## config.mk

```make
export PLATFORM = sky130hd
export DESIGN_NAME = id_ex_stage
export DESIGN_NICKNAME = d
export VERILOG_FILES = /design/src/rtl/cpu_pkg.sv /design/src/rtl/fwd_mux.sv /design/src/rtl/id_ex_stage.sv
export SDC_FILE = /design/constraint.sdc
export NUM_CORES = 1
export LEC_CHECK = 0
export ABC_CLOCK_PERIOD_IN_PS = 5000
export CAP_MARGIN = 20
export CELL_PAD_IN_SITES_DETAIL_PLACEMENT = 1
export CELL_PAD_IN_SITES_GLOBAL_PLACEMENT = 2
export CORE_ASPECT_RATIO = 1.4
export CORE_UTILIZATION = 27
export CTS_BUF_LIST = sky130_fd_sc_hd__clkbuf_16
export CTS_CLUSTER_SIZE = 24
export DETAILED_ROUTE_END_ITERATION = 6
export PLACE_DENSITY = 0.94
export SLEW_MARGIN = 5
export SYNTH_ARGS = -nofsm -noshare
export SYNTH_HDL_FRONTEND = slang
export SYNTH_HIERARCHICAL = 1
export SYNTH_SLANG_ARGS = --single-unit
```

## constraint.sdc

```tcl
create_clock -name clk -period 5 [get_ports clk]
set_input_delay 1 -clock clk [delete_from_list [all_inputs] [get_ports clk]]
set_output_delay 1 -clock clk [all_outputs]
set_load 0.01 [all_outputs]
```

## src/rtl/cpu_pkg.sv

```systemverilog
// Shared CPU constants: datapath widths, logic-op codes and the
// ID->EX pipeline bundle.
package cpu_pkg;

  localparam int DW  = 32;
  localparam int RW  = 5;
  localparam int OPW = 4;

  localparam logic [OPW-1:0] OP_AND = 4'h0;
  localparam logic [OPW-1:0] OP_OR  = 4'h1;
  localparam logic [OPW-1:0] OP_XOR = 4'h4;
  localparam logic [OPW-1:0] OP_NOR = 4'h5;

  localparam logic [RW-1:0] REG0 = '0;

  typedef struct packed {
    logic           valid;
    logic [DW-1:0]  a;
    logic [DW-1:0]  b;
    logic [OPW-1:0] op;
    logic [DW-1:0]  sd;
    logic [RW-1:0]  rd;
    logic           we;
    logic           mr;
  } id_ex_t;

endpackage

```

## src/rtl/fwd_mux.sv

```systemverilog
// Operand forwarding select for one source register.
// EX/MEM beats MEM/WB; register 0 always reads the register file.
module fwd_mux
  import cpu_pkg::*;
(
  input  logic [RW-1:0] src,
  input  logic [DW-1:0] rf_data,
  input  logic          exm_we,
  input  logic [RW-1:0] exm_rd,
  input  logic [DW-1:0] exm_data,
  input  logic          mwb_we,
  input  logic [RW-1:0] mwb_rd,
  input  logic [DW-1:0] mwb_data,
  output logic [DW-1:0] data
);

  always_comb begin
    data = rf_data;
    if (src != REG0) begin
      if (exm_we && exm_rd == src)
        data = exm_data;
      else if (mwb_we && mwb_rd == src)
        data = mwb_data;
    end
  end

endmodule

```

## src/rtl/id_ex_stage.sv

```systemverilog
// ID->EX register for the logic/ALU path with forwarding,
// load-use hazard detection and stall/flush/bubble control.
module id_ex_stage
  import cpu_pkg::*;
(
  input  logic           clk,
  input  logic           rst,
  input  logic           stall,
  input  logic           flush,
  input  logic           id_valid,
  input  logic [RW-1:0]  id_rs_addr,
  input  logic [RW-1:0]  id_rt_addr,
  input  logic [DW-1:0]  id_rs_data,
  input  logic [DW-1:0]  id_rt_data,
  input  logic [DW-1:0]  id_imm,
  input  logic           id_use_imm,
  input  logic [OPW-1:0] id_op,
  input  logic [RW-1:0]  id_rd_addr,
  input  logic           id_reg_we,
  input  logic           id_mem_read,
  input  logic           exm_we,
  input  logic [RW-1:0]  exm_rd,
  input  logic [DW-1:0]  exm_data,
  input  logic           mwb_we,
  input  logic [RW-1:0]  mwb_rd,
  input  logic [DW-1:0]  mwb_data,
  output logic           ex_valid,
  output logic [DW-1:0]  ex_a,
  output logic [DW-1:0]  ex_b,
  output logic [OPW-1:0] ex_op,
  output logic [DW-1:0]  ex_store_data,
  output logic [RW-1:0]  ex_rd_addr,
  output logic           ex_reg_we,
  output logic           ex_mem_read,
  output logic           hazard_stall
);

  logic [DW-1:0] rs_fwd;
  logic [DW-1:0] rt_fwd;
  id_ex_t        nxt;
  id_ex_t        q;

  fwd_mux u_rs_fwd (
    .src      (id_rs_addr),
    .rf_data  (id_rs_data),
    .exm_we   (exm_we),
    .exm_rd   (exm_rd),
    .exm_data (exm_data),
    .mwb_we   (mwb_we),
    .mwb_rd   (mwb_rd),
    .mwb_data (mwb_data),
    .data     (rs_fwd)
  );

  fwd_mux u_rt_fwd (
    .src      (id_rt_addr),
    .rf_data  (id_rt_data),
    .exm_we   (exm_we),
    .exm_rd   (exm_rd),
    .exm_data (exm_data),
    .mwb_we   (mwb_we),
    .mwb_rd   (mwb_rd),
    .mwb_data (mwb_data),
    .data     (rt_fwd)
  );

  // ex_mem_read is already qualified by ex_valid
  assign hazard_stall = ex_mem_read
                     && (ex_rd_addr != REG0)
                     && id_valid
                     && ((ex_rd_addr == id_rs_addr)
                      || (!id_use_imm
                       && ex_rd_addr == id_rt_addr));

  always_comb begin
    nxt       = '0;
    nxt.valid = id_valid;
    nxt.a     = rs_fwd;
    nxt.b     = id_use_imm ? id_imm : rt_fwd;
    nxt.op    = id_op;
    nxt.sd    = rt_fwd;
    nxt.rd    = id_rd_addr;
    nxt.we    = id_reg_we && id_valid;
    nxt.mr    = id_mem_read && id_valid;
  end

  // A bubble is all-zero so the logic unit sees AND of zeros
  always_ff @(posedge clk) begin
    if (rst)
      q <= '0;
    else if (flush)
      q <= '0;
    else if (stall)
      q <= q;
    else if (hazard_stall)
      q <= '0;
    else
      q <= nxt;
  end

  assign ex_valid      = q.valid;
  assign ex_a          = q.a;
  assign ex_b          = q.b;
  assign ex_op         = q.op;
  assign ex_store_data = q.sd;
  assign ex_rd_addr    = q.rd;
  assign ex_reg_we     = q.we;
  assign ex_mem_read   = q.mr;

endmodule
```

Word-level counts from Yosys, hierarchy flattened:

Cells that the tools add are included.

* register bits: 108
* input bits: 199
* output and inout bits: 109
* word-level logic and storage cells: 38

* equality and inequality tests: 6
* mux-type cells: 8
* reductions and logical operators: 16

Operator list (count)
* 2-to-1 mux 32 bit: 7
* 2-to-1 mux 108 bit: 1
* == test 5 bit: 6
* nonzero test 5 bit: 3
* logical AND 1 bit: 10
* OR reduction 2 bit: 1
* logical NOT 1 bit: 1
* logical OR 1 bit: 1

Logic depth before layout (Yosys ltp):

* depth after elaboration: 7
* mapped depth: 10
* gate-level depth less buffers: 8

Modules after synthesis:

The synthesis kept the hierarchy.

By module, submodules not included
* id_ex_stage: instances 1, cells an instance 657, area an instance 5829.3 µm²
* fwd_mux: instances 2, cells an instance 98, area an instance 922.1 µm²

Worst setup path after synthesis:

No wires, ideal clock.

* kind: in2out
* start point: in id_use_imm
* end point: out hazard_stall
* data arrival time: 1.875 ns
* data required time: 4.000 ns
* path slack: 2.125 ns
* stages on the path: 4
* path buffers: 1
* path through: clkbuf_1 > nand2b_1 > o22ai_1 > nor2b_1

* word-level cells in the longest chain between the ends: 4

RTL lines
* start: declaration: line id_ex_stage.sv:16 `input logic id_use_imm,`
* logical NOT 1 bit: line id_ex_stage.sv:72 `|| (!id_use_imm`
* logical AND 1 bit: line id_ex_stage.sv:73 `&& ex_rd_addr == id_rt_addr));`
* logical OR 1 bit: line id_ex_stage.sv:72
* logical AND 1 bit: line id_ex_stage.sv:71 `&& ((ex_rd_addr == id_rs_addr)`
* end: declaration: line id_ex_stage.sv:35 `output logic hazard_stall`

Every way passes these cells.

Worst setup path after layout:

* start point: in id_rt_addr[1]
* end point: out hazard_stall

* word-level cells in the longest chain between the ends: 4

RTL lines
* start: declaration: line id_ex_stage.sv:12 `input logic [RW-1:0] id_rt_addr,`
* == test 5 bit: line id_ex_stage.sv:73
* logical AND 1 bit: line id_ex_stage.sv:73
* logical OR 1 bit: line id_ex_stage.sv:72
* logical AND 1 bit: line id_ex_stage.sv:71

Every way passes these cells.

==> flow_metrics.env <==
export IMPL_drc=0
export IMPL_cts_buffers=9
export IMPL_rr_startpoint="ex_rd_addr[1]$_SDFFE_PP0N_"
export IMPL_syn_nets=1052
export IMPL_clk_pin_slew_ns=0.07
export IMPL_root_buffer="clkbuf_16"
export IMPL_reg2reg_depth=6
export IMPL_avgViaCountPerCell=5.93
export IMPL_vias=8621
export IMPL_synth_seq_cells=108
export IMPL_grt_usage=0.249
export IMPL_ctsHoldBuffers=0
export IMPL_fp_dieArea_um2=29100
export IMPL_path_max_fanout=4
export IMPL_skew_ns=0.00797
export IMPL_holdPathEnd="ex_b[22]$_SDFFE_PP0N_"
export IMPL_min_from="ex_b[22]$_SDFFE_PP0N_"
export IMPL_fin_setup_tns_ns=0
export IMPL_synth_top_area_frac=0.282
export IMPL_drt_wl_total_um=36700
export IMPL_hold_class="flop to flop"
export IMPL_port_buffers=307
export IMPL_h_tree_depth=3
export IMPL_yosys_area_top_type="dfxtp_1"
export IMPL_die_height_um=201
export IMPL_core_um2=27700
export IMPL_gp_congestion=0.860
export IMPL_ys_warnings_count=6
export IMPL_rows=72
export IMPL_first_pass_iters=5
export IMPL_critPathKind="primary input to primary output"
export IMPL_clock_path_buffers=2
export IMPL_leakagePower_uw=0.00379
export IMPL_drive_gt1_frac=0.139
export IMPL_ys_seq_area_frac=0.282
export IMPL_nets=1276
export IMPL_synthMostInstantiatedCell="nand2_1"
export IMPL_hold_viol=0
export IMPL_final_setup_viol_count=0
export IMPL_io_pins=308
export IMPL_cellPowerDensity_nw_per_um2=223
export IMPL_grt_pass1_wl_um=54200
export IMPL_setup_slack_ns=0.915
export IMPL_fin_crit_ns=4.09
export IMPL_cp_required_ns=4.00
export IMPL_synth_edff_count=0
export IMPL_max_freq_ghz=0.245
export IMPL_dpl_hpwl_um=25000
export IMPL_syn_cell_area_um2=7670
export IMPL_grt_overflow_total=0
export IMPL_max_cap_violations=0
export IMPL_grt_pass1_vias=8830
export IMPL_cts_sinks=108
export IMPL_syn2layout_area_growth_pct=46.4
export IMPL_asyncSetResetFlopFracSynth=0
export IMPL_fillCellCount=3209
export IMPL_slew_violations=0
export IMPL_reg2reg_to="ex_b[23]$_SDFFE_PP0N_"
export IMPL_synth_area_leaders="dfxtp_1 28%, a32oi_1 12%, a2bb2oi_2 12%, o221ai_1 8.4%, nor3b_1 7.2%"
export IMPL_cts_tree="yes"
export IMPL_r2r_slack_ns=2.17
export IMPL_synthFlopType="dfxtp_1"
export IMPL_synth_cell_types=34
export IMPL_fin_crit_sh=0.817
export IMPL_place_ws_ns=0.775
export IMPL_peakVddDrop_v=0.000157
export IMPL_syn_inst=853
export IMPL_grt_max_degree=77
export IMPL_synth_commonest_cells="113 x nand2_1, 108 x dfxtp_1, 106 x a32oi_1"
export IMPL_clk_latency_ns=0.37
export IMPL_die_w_um=144
export IMPL_initialDrtViolationCount=654
export IMPL_status="finished, final reports clean"
export IMPL_post_cts_repair_setup_buffers=0
export IMPL_worstPathArrival_ns=3.09
export IMPL_cp_end_kind="primary output"
export IMPL_start_util=0.277
export IMPL_min_path_cells=2
export IMPL_slew_headroom=0.349
export IMPL_rsz0062_at_grt="no"
export IMPL_tightestPinTransition_ns=0.977
export IMPL_antenna_left=0
export IMPL_avgRoutedWirePerCell_um=25.2
export IMPL_post_cts_resize_count=0
export IMPL_synth_area_per_cell_um2=9.00
export IMPL_antenna_found_initial=3
export IMPL_startpoint_type="primary input"
placed cells by master (no fill, tap or decap), types with 26 or more instances in the layout:
cell type / synthesis / routed
dfxtp_1: 108 / 108
a2bb2oi_2: 60 / 60
nand2_1: 113 / 110
o22ai_1: 65 / 64
a32oi_1: 106 / 106
o21ai_0: 32 / 32
mux2_2: 34 / 34
o221ai_1: 74 / 74
clkdlybuf4s50_1: 0 / 305
buf_4: 0 / 26
nor3b_1: 74 / 74
power by group:
part | switching (µW) | internal, µW | total [µW]
logic | 395 | 398 | 792
registers | 42.5 | 922 | 965
clock network | 363 | 387 | 750
layer usage:
layer | global-route usage | routed length (µm) | vias up
met5 | 0 | 9 | -
met4 | 0.118 | 1410 | 2
met3 | 0.0500 | 2280 | 77
met2 | 0.412 | 18100 | 331
met1 | 0.304 | 14900 | 4319
li1 | - | - | 3892
through the flow:
step                power, µW  utilization  area, µm²  instances  hold slack, ns
floorplan                1330            -       7670        853           0.504
global placement         1760        0.394      10900       1436           0.449
detailed placement       1770        0.394      10900       1436           0.462
CTS                      2530        0.405      11200       1452           0.482
global route             2620        0.405      11200       1454           0.508
finish                   2510        0.405      11200       1454           0.481
layout make-up:
cell class | instances | area [µm²] | area share
Antenna cell | 2 | 5.00 | 0.000446
Clock buffer | 9 | 225 | 0.0200
Clock inverter | 7 | 66.3 | 0.00590
Inverter | 2 | 7.51 | 0.000668
Multi-Input combinational cell | 624 | 5050 | 0.450
Sequential cell | 108 | 2160 | 0.192
Tap cell | 370 | 463 | 0.0412
Timing Repair Buffer | 332 | 3250 | 0.290
state kept, by name, indices dropped and copies added, names as in the netlist:
register	flops
ex_mem_read	1
ex_valid	1
ex_rd_addr	5
ex_a	32
ex_b	32
ex_store_data	32
ex_reg_we	1
ex_op	4
critical path, cell delays in order:
cell and delay [ns]:
clkdlybuf4s50_1 0.51, xnor2_1 0.28, nand4_1 0.22, o22ai_4 0.18, nor2b_1 0.23, clkdlybuf4s50_1 0.67
cell families after synthesis:
| group | share of synthesized area |
|---|---|
| AOI/OAI and AO/OA | 0.414 |
| and+or+nand+nor | 0.148 |
| buffers and inverters | 0.0721 |
| DFF | 0.282 |
| muxes | 0.0499 |
| xor gates and xnor gates | 0.0342 |
how the worst max path moves through the flow:
stage,from,to,slack [ns],cells past startpoint
6_report,id_rt_addr[1],hazard_stall,0.91,6
5_1_grt,id_rt_addr[1],hazard_stall,0.80,6
4_1_cts,id_rt_addr[1],hazard_stall,0.89,6
2_1_floorplan,id_use_imm,hazard_stall,2.12,4
3_5_place_dp,id_rt_addr[2],ex_b[10]$_SDFFE_PP0N_,0.77,10
3_3_place_gp,id_rt_addr[1],ex_b[5]$_SDFFE_PP0N_,0.92,10
Power figures use the tool's default switching activity.
